--- src/rtl/xpmwrap_fifo_rd_stream.sv ---
// Read-side drain stage for the async FIFO wrapper: turns a latency-1 standard-mode
// read port into a framed valid/ready stream backed by a two-entry output buffer.
module xpmwrap_fifo_rd_stream #(
   parameter int DATA_WIDTH    = 32,
   parameter int PKT_LEN       = 16,
   parameter int PKT_CNT_WIDTH = 16
) (
   input  logic                     rd_clk,
   input  logic                     rst,
   input  logic [DATA_WIDTH-1:0]    fifo_dout,
   input  logic                     fifo_empty,
   input  logic                     fifo_rd_rst_busy,
   output logic                     fifo_rd_en,
   output logic [DATA_WIDTH-1:0]    m_data,
   output logic                     m_valid,
   output logic                     m_last,
   input  logic                     m_ready,
   output logic [PKT_CNT_WIDTH-1:0] pkt_count
);

   localparam int            BW       = (PKT_LEN > 1) ? $clog2(PKT_LEN) : 1;
   localparam logic [BW-1:0] BEAT_MAX = BW'(PKT_LEN - 1);

   logic [1:0]            occ;
   logic                  inflight;
   logic [DATA_WIDTH-1:0] tail;
   logic [BW-1:0]         beat;
   logic                  pop;
   logic [2:0]            level;

   // m_data is the buffer head; m_valid/m_last decode registered state only
   assign m_valid = (occ != 2'd0);
   assign m_last  = m_valid & (beat == BEAT_MAX);
   assign pop     = m_valid & m_ready;
   assign level   = {1'b0, occ} + {2'b00, inflight};

   // a pop this cycle frees a slot for a read issued this cycle
   assign fifo_rd_en = ~rst & ~fifo_empty & ~fifo_rd_rst_busy &
                       ((level < 3'd2) | ((level == 3'd2) & pop));

   always_ff @(posedge rd_clk or posedge rst) begin
      if (rst) begin
         occ       <= 2'd0;
         inflight  <= 1'b0;
         m_data    <= '0;
         tail      <= '0;
         beat      <= '0;
         pkt_count <= '0;
      end else begin
         inflight <= fifo_rd_en;
         if (pop) begin
            beat <= (beat == BEAT_MAX) ? '0 : beat + 1'b1;
            if (m_last)
               pkt_count <= pkt_count + 1'b1;
         end
         case ({inflight, pop})
            2'b10: begin
               if (occ == 2'd0)
                  m_data <= fifo_dout;
               else
                  tail <= fifo_dout;
               occ <= occ + 2'd1;
            end
            2'b01: begin
               if (occ == 2'd2)
                  m_data <= tail;
               occ <= occ - 2'd1;
            end
            2'b11: begin
               if (occ == 2'd1) begin
                  m_data <= fifo_dout;
               end else begin
                  m_data <= tail;
                  tail   <= fifo_dout;
               end
            end
            default: ;
         endcase
      end
   end

   a_no_overflow: assert property (@(posedge rd_clk) disable iff (rst)
      (occ != 2'd3) && !(inflight && !pop && occ == 2'd2));

endmodule

--- config.mk ---
export PLATFORM = sky130hd
export DESIGN_NAME = xpmwrap_fifo_rd_stream
export DESIGN_NICKNAME = d
export VERILOG_FILES = /design/src/rtl/xpmwrap_fifo_rd_stream.sv
export SDC_FILE = /design/constraint.sdc
export NUM_CORES = 1
export LEC_CHECK = 0
export ABC_AREA = 0
export CAP_MARGIN = 25
export CORE_MARGIN = 3
export CORE_UTILIZATION = 54
export DETAILED_ROUTE_END_ITERATION = 10
export PLACE_DENSITY = 0.95
export SKIP_LAST_GASP = 1
export SLEW_MARGIN = 20
export SYNTH_ARGS = -nofsm -noshare
export SYNTH_HDL_FRONTEND = slang
export SYNTH_SLANG_ARGS = --single-unit
--- constraint.sdc ---
create_clock -name rd_clk -period 5.3 [get_ports rd_clk]
set_input_delay 1.06 -clock rd_clk [delete_from_list [all_inputs] [get_ports rd_clk]]
set_output_delay 1.06 -clock rd_clk [all_outputs]
set_load 0.01 [all_outputs]
# Word level (Yosys, flattened, before mapping)
# Index checks and enable logic that the tools add are counted.
# totals
in_bits,37
elab_cells,50
reg_bits,87
out_inout_bits,51
# op_classes
eq_ne,11
n_bitwise,10
n_lt_le_gt_ge,1
muxes,9
n_addsub,5
n_reduce_logical,8
# ops
cell,count
2-to-1 mux 32 bit,5
case mux 32 bit (3 select lines),1
case mux 32 bit (2 select lines),1
adder 16 x 1 -> 16 bit (second input constant),1
!= test 2 bit (second input constant),4
bitwise AND 1 bit,6
equality test 2 bit (second input constant),3
AND reduction 3 bit,2
nonzero test 2 bit,3
adder 4 x 1 -> 4 bit (second input constant),1
equality test 2 x 1 -> 1 bit (second input constant),2
equality test 4 bit (second input constant),1
2-to-1 mux 4 bit,1
case mux 2 bit (2 select lines),1
adder 2 x 1 -> 3 bit,1
equality test 3 x 2 -> 1 bit (second input constant),1
< comparator 3 x 2 -> 1 bit (second input constant),1
inverter 1 bit,3
nonzero test 3 bit,1
adder 2 x 1 -> 2 bit (second input constant),1
logical NOT 2 bit,1
AND reduction 2 bit,1
subtractor 2 x 1 -> 2 bit (second input constant),1
bitwise OR 1 bit,1

# Longest topological paths before layout
# Gate-level depths: netlist (run 1).
# depth
word_depth,5
ltp_mapped,10
depth_no_buf,8

# Least setup slack after synthesis (run 1)
# Ideal clock, no wire load.
# synth_path
path_type,input-to-output
start,input port m_ready
end,output port fifo_rd_en
cell_stages,5
slack_ps,2381
t_required_ps,4240
n_path_buf,1
arrival_time_ps,1859
path_cell_list,nand2b_1 buf_6 nor3_1 a21oi_1 nor4_1
# synth_between
elab_chain_cells,4
# synth_rtl
element,line_no,text
start: declaration,17,"input logic m_ready,"
bitwise AND 1 bit,34,assign pop = m_valid & m_ready;
bitwise AND 1 bit,39,((level < 3'd2) | ((level == 3'd2) & pop));
bitwise OR 1 bit,39,
bitwise AND 1 bit,38,assign fifo_rd_en = ~rst & ~fifo_empty & ~fifo_rd_rst_busy &
end: declaration,13,"output logic fifo_rd_en,"
# No other way between the ends.

# Final worst setup path (run 1)
# Ends and elaborated chain as after synthesis.

==> results of run 1 <==
registers in the layout (all words and copies together), names as in the netlist:
name and cells:
tail 32, pkt_count 16, occ 2, m_data 32
inflight 1, beat 4
final timing paths:
path	cells past startpoint	slack, ns	from	endpoint
worst max-delay path	6	1.27	m_ready	fifo_rd_en
min in group asynchronous	2	1.16	rst	inflight
worst min-delay path	1	0.48	pkt_count[15]	pkt_count[15]
worst max register to register	8	1.90	occ[0]	tail[18]
max in group asynchronous	3	3.16	rst	beat[3]
worst min register to register	1	0.48	pkt_count[15]	pkt_count[15]
Yosys cell counts:
library cell / n
a21o_1: 1
a21oi_1: 6
a21oi_2: 29
a221oi_4: 1
a22oi_1: 32
and3_1: 5
and4_1: 2
buf_2: 3
buf_4: 5
buf_6: 5
clkbuf_1: 3
dfrtp_1: 87
ha_1: 12
inv_1: 9
mux2_1: 2
mux2_2: 31
mux2i_1: 1
nand2_1: 14
nand2b_1: 1
nand3_1: 5
nand3_2: 1
nand4_1: 5
nor2_1: 36
nor2_2: 1
nor3_1: 1
nor4_1: 1
nor4_4: 1
o21ai_0: 5
xnor2_1: 14
xor2_1: 4
critical path: stages:
cell and delay (ns):
clkdlybuf4s50_1 0.46, nand2b_1 0.27, nor3_1 0.22, a21oi_1 0.09, nor4_1 0.27, clkdlybuf4s50_1 0.61
power breakdown:
part,internal [uW],switching (uW)
clock,220,239
sequential,945,174
combinational,592,555
layout by cell type (no fill, tap or decap), types with 2 or more instances in the layout:
cell type / count
and4_1: 2
nand2_1: 14
a21oi_2: 28
mux2_1: 2
clkinvlp_4: 4
inv_1: 8
nand4_1: 5
buf_4: 2
nor2_1: 36
o21ai_0: 5
ha_1: 12
xnor2_1: 14
mux2_2: 31
a22oi_1: 32
and3_1: 5
dfrtp_1: 87
nand3_1: 5
a21oi_1: 6
clkdlybuf4s50_1: 87
clkbuf_8: 9
xor2_1: 4
metrics by stage:
step	std cells	power, uW	hold slack [ns]	cell area (um2)	setup slack [ns]
after global routing	509	2900	0.498	5080	1.09
final	509	2720	0.483	5080	1.27
after CTS	508	2730	0.481	5050	1.25
after floorplan	323	1840	0.459	3950	1.99
after global placement	492	2200	0.463	4860	1.31
after detailed placement	492	2270	0.467	4860	1.25
layout make-up:
class | count | area [um2]
multi-input cells | 211 | 1640
repair buffers | 90 | 913
flip-flops and latches | 87 | 2180
clock inverters | 6 | 68.8
fillers | 468 | 1860
clock buffers | 10 | 128
well taps | 96 | 120
inverters | 9 | 35.0
logic make-up after synthesis:
| logic type | after synthesis | synth area share, % |
|---|---|---|
| DFF | 87 | 55.1 |
| xor gates and xnor gates | 18 | 3.99 |
| adders and majority gates | 12 | 3.80 |
| buffers and inverters | 25 | 3.89 |
| AOI/OAI and AO/OA | 74 | 14.8 |
| and+or+nand+nor | 73 | 8.80 |
| muxes | 34 | 9.66 |
metal layers:
layer / GRT usage, % / vias to the layer above / wire length, um
li1: - / 1316 / -
met2: 35.4 / 62 / 4180
met1: 23.8 / 1381 / 3470
met3: 3.07 / 11 / 263
met5: 0 / - / 0
met4: 8.17 / 0 / 148
==> impl_metrics.tcl, run 1 <==
set metrics [dict create \
    worst_slew_pin_slew_ns 1.03 \
    crit_arrival_ns 2.97 \
    ir_drop_uv 284 \
    io_buffers 87 \
    post_cts_resized 0 \
    synthTopCellsByArea "dfrtp_1 55%, mux2_2 8.8%, a21oi_2 6.4%, a22oi_1 6.1%, ha_1 3.8%" \
    relSlewSlack_pct 31.3 \
    layout.nets 457 \
    status "finished clean" \
    setup_violations 0 \
    rsz0062_at_grt "no" \
    ant_nets 0 \
    cp.required_ns 4.24 \
    overflow 0 \
    clk_pin_slew_ns 0.09 \
    drive_gt1_share_pct 20.3 \
    globalplace.congestion 0.746 \
    clk_latency_ns 0.35 \
    crit_type "primary input to output port" \
    grt_max_degree 65 \
    antenna_found_initial 0 \
    slew_viol_final 0 \
    postCtsSetupBuffers 0 \
    hold_viol 0 \
    first_pass_iters 5 \
    syn_to_final_growth_pct 28.6 \
    core_um2 6940 \
    dieHeight_um 91.5 \
    h-tree-depth 3 \
    drt-vias-per-instance 5.44 \
    dpl.hpwl_um 5610 \
    p_leak_uw 0.00211 \
    power.density_nw_per_um2 536 \
    synth_top_area_share_pct 55.1 \
    die_w_um 91.5 \
    drc 0 \
    synth_top_cell_by_area "dfrtp_1" \
    grt_pass1_wl_um 13200 \
    wl_per_cell_um 15.8 \
    grtUsageTotal_pct 19.9 \
    syn_inst 323 \
    worst_setup_path_end_kind "output port" \
    ys_warn_count 0 \
    synth.distinct_cells 30 \
    min_period_ns 4.03 \
    crit_path_start_kind "primary input" \
    ios 88 \
    cts_tree "done" \
    setup-tns-final_ns 0 \
    antenna_cells 0 \
    drt-total-wl_um 8060 \
    fin_skew_ns 0.0126 \
    clock-sinks 87 \
    syn-cell-area_um2 3950 \
    syn_avg_cell_area_um2 12.2 \
    vias 2770 \
    die-area_um2 8380 \
    cp_max_fo 10 \
    hold_path.class "flop to flop" \
    cts-root-buf "clkbuf_8" \
    cts_hold_buf 0 \
    rows 30 \
    fmax_mhz 248 \
    post-route-util_pct 73.2 \
    fin_crit_sh_pct 76.1 \
    drt_iter0_drc 127 \
    grt_pass1_vias 2731 \
    drv_cap 0 \
    synth_nets 372 \
    synth_seq_area_share_pct 55.1 \
    start_util_pct 56.9 \
    cts_buffers 9 \
    clk_path_buf_depth 2 \
    ys_ff_latch 87 \
]
(Power assumes the default switching activity.)
==> run 2: changes to the inputs <==
Settings changed: CORE_UTILIZATION 54 to 50, PLACE_DENSITY 0.95 to 0.9.
Clock period 5.3 ns to 3.9 ns, I/O delays scaled along.
==> run 2 against run 1 <==
Against the previous run: non-clock buffer count grew 3; die area grew 7.5%; power grew 39%; combinational power grew 36%; clock skew grew 0.0041 ns; register-to-register slack lost 1.0 ns; first-iteration DRC count shrank 19%; wire length grew 1.3%; sequential power grew 36%; critical path type is now flop to output port; highest routed layer unchanged.
==> impl_metrics.tcl, run 2 (synthesized netlist as in run 1, its figures left out) <==
set metrics [dict create \
    cts-root-buf "clkbuf_8" \
    globalplace.congestion 0.769 \
    clk_path_buf_depth 2 \
    clk_pin_slew_ns 0.09 \
    final_cell_mix "87 x dfrtp_1, 87 x clkdlybuf4s50_1, 36 x nor2_1" \
    dpl.hpwl_um 5770 \
    r2r_slack_ns 0.89 \
    drt-total-wl_um 8160 \
    cts_tree "done" \
    reg_top3 "m_data (32), tail (32), pkt_count (16)" \
    setup_ws_ns 0.451 \
    clk_latency_ns 0.35 \
    drv_cap 0 \
    cp_slowest_cell "clkdlybuf4s50_1" \
    grt_pass1_vias 2707 \
    p_leak_uw 0.00215 \
    wl_per_cell_um 15.8 \
    rsz0062_at_grt "no" \
    hold_viol 0 \
    power.density_nw_per_um2 735 \
    syn_to_final_growth_pct 30.2 \
    die_w_um 94.9 \
    holdPathStages 1 \
    worst_setup_path_end_kind "output port" \
    io_buffers 87 \
    ant_nets 0 \
    dp_slack_ns 0.464 \
    numPlacedInstances 499 \
    crit_arrival_ns 2.67 \
    n_fill_cell 557 \
    setup_violations 0 \
    start_util_pct 53.1 \
    post_cts_resized 0 \
    min_period_ns 3.45 \
    hold_path.class "flop to flop" \
    cp.required_ns 3.12 \
    drive_gt1_share_pct 21.2 \
    setup-tns-final_ns 0 \
    clock-sinks 87 \
    drc 0 \
    cp_max_fo 10 \
    first_pass_iters 5 \
    die-area_um2 9010 \
    final_cells 515 \
    grt_max_degree 47 \
    relSlewSlack_pct 46.2 \
    layout.nets 460 \
    ir_drop_uv 331 \
    drt-vias-per-instance 5.28 \
    slowest_delay_ns 0.61 \
    rows 31 \
    antenna_found_initial 0 \
    cts_buffers 9 \
    grtUsageTotal_pct 18.4 \
    core_um2 7450 \
    status "finished clean" \
    total_power_uw 3780 \
    crit_type "flop to output port" \
    fin_crit_sh_pct 88.4 \
    ff2ff_path_depth 9 \
    antenna_cells 0 \
    vias 2721 \
    grt_pass1_wl_um 12900 \
    cp_cell_sequence "inv_1 > ha_1 > nand2b_1 > nor3_1 > a21oi_1 > nor4_1 > clkdlybuf4s50_1" \
    postCtsSetupBuffers 0 \
    dieHeight_um 94.9 \
    cts_hold_buf 0 \
    slew_viol_final 0 \
    fmax_mhz 290 \
    crit_path_start_kind "flop" \
    ios 88 \
    overflow 0 \
    h-tree-depth 3 \
    fin_skew_ns 0.0167 \
    worst_slew_pin_slew_ns 0.806 \
    drt_iter0_drc 103 \
]
run 2: worst max-delay path: cells and delay by family (launching register included):
family / cells / cell delay, ns
AND/OR/NAND/NOR: 3 / 0.83
buffers and inverters: 2 / 0.70
flip-flops: 1 / 0.44
adder cells (fa/ha/maj): 1 / 0.27
AO/OA/AOI/OAI: 1 / 0.09
run 2: final cells by class:
cell class / instances / area [um2] / share of cell area (%)
Sequential cell: 87 / 2180 / 42.3
Tap cell: 99 / 124 / 2.41
Clock inverter: 7 / 103 / 1.99
Clock buffer: 9 / 124 / 2.41
Inverter: 9 / 35.0 / 0.681
Multi-Input combinational cell: 211 / 1640 / 31.9
Timing Repair Buffer: 93 / 941 / 18.3
run 2: final timing paths:
check,from,to
max reg2reg,occ[1],m_data[9]
max in group asynchronous,rst,pkt_count[4]
min reg2reg,pkt_count[15],pkt_count[15]
min in group asynchronous,rst,pkt_count[0]
max,occ[0],fifo_rd_en
min,pkt_count[15],pkt_count[15]
run 2: power by group:
part	total (uW)	internal (uW)	switching [uW]
Clock	708	368	340
Combinational	1560	805	751
Sequential	1520	1280	235
Total	3780	2460	1330
run 2: layer usage:
metal  wire length (um)  global-route usage [%]  up-vias
li1                   -                       -     1311
met1               3590                    24.4     1337
met2               4120                    30.9       64
met3                329                    3.03        9
met4                115                    6.25        0
met5                  0                       0        -
run 2: stage by stage:
stage	hold slack [ns]	util [%]	cell area (um2)
after CTS	0.487	69.1	5140
after floorplan	0.459	-	3950
after global routing	0.497	69.1	5140
after detailed placement	0.474	66.0	4920
final	0.483	69.1	5140
after global placement	0.468	66.0	4920
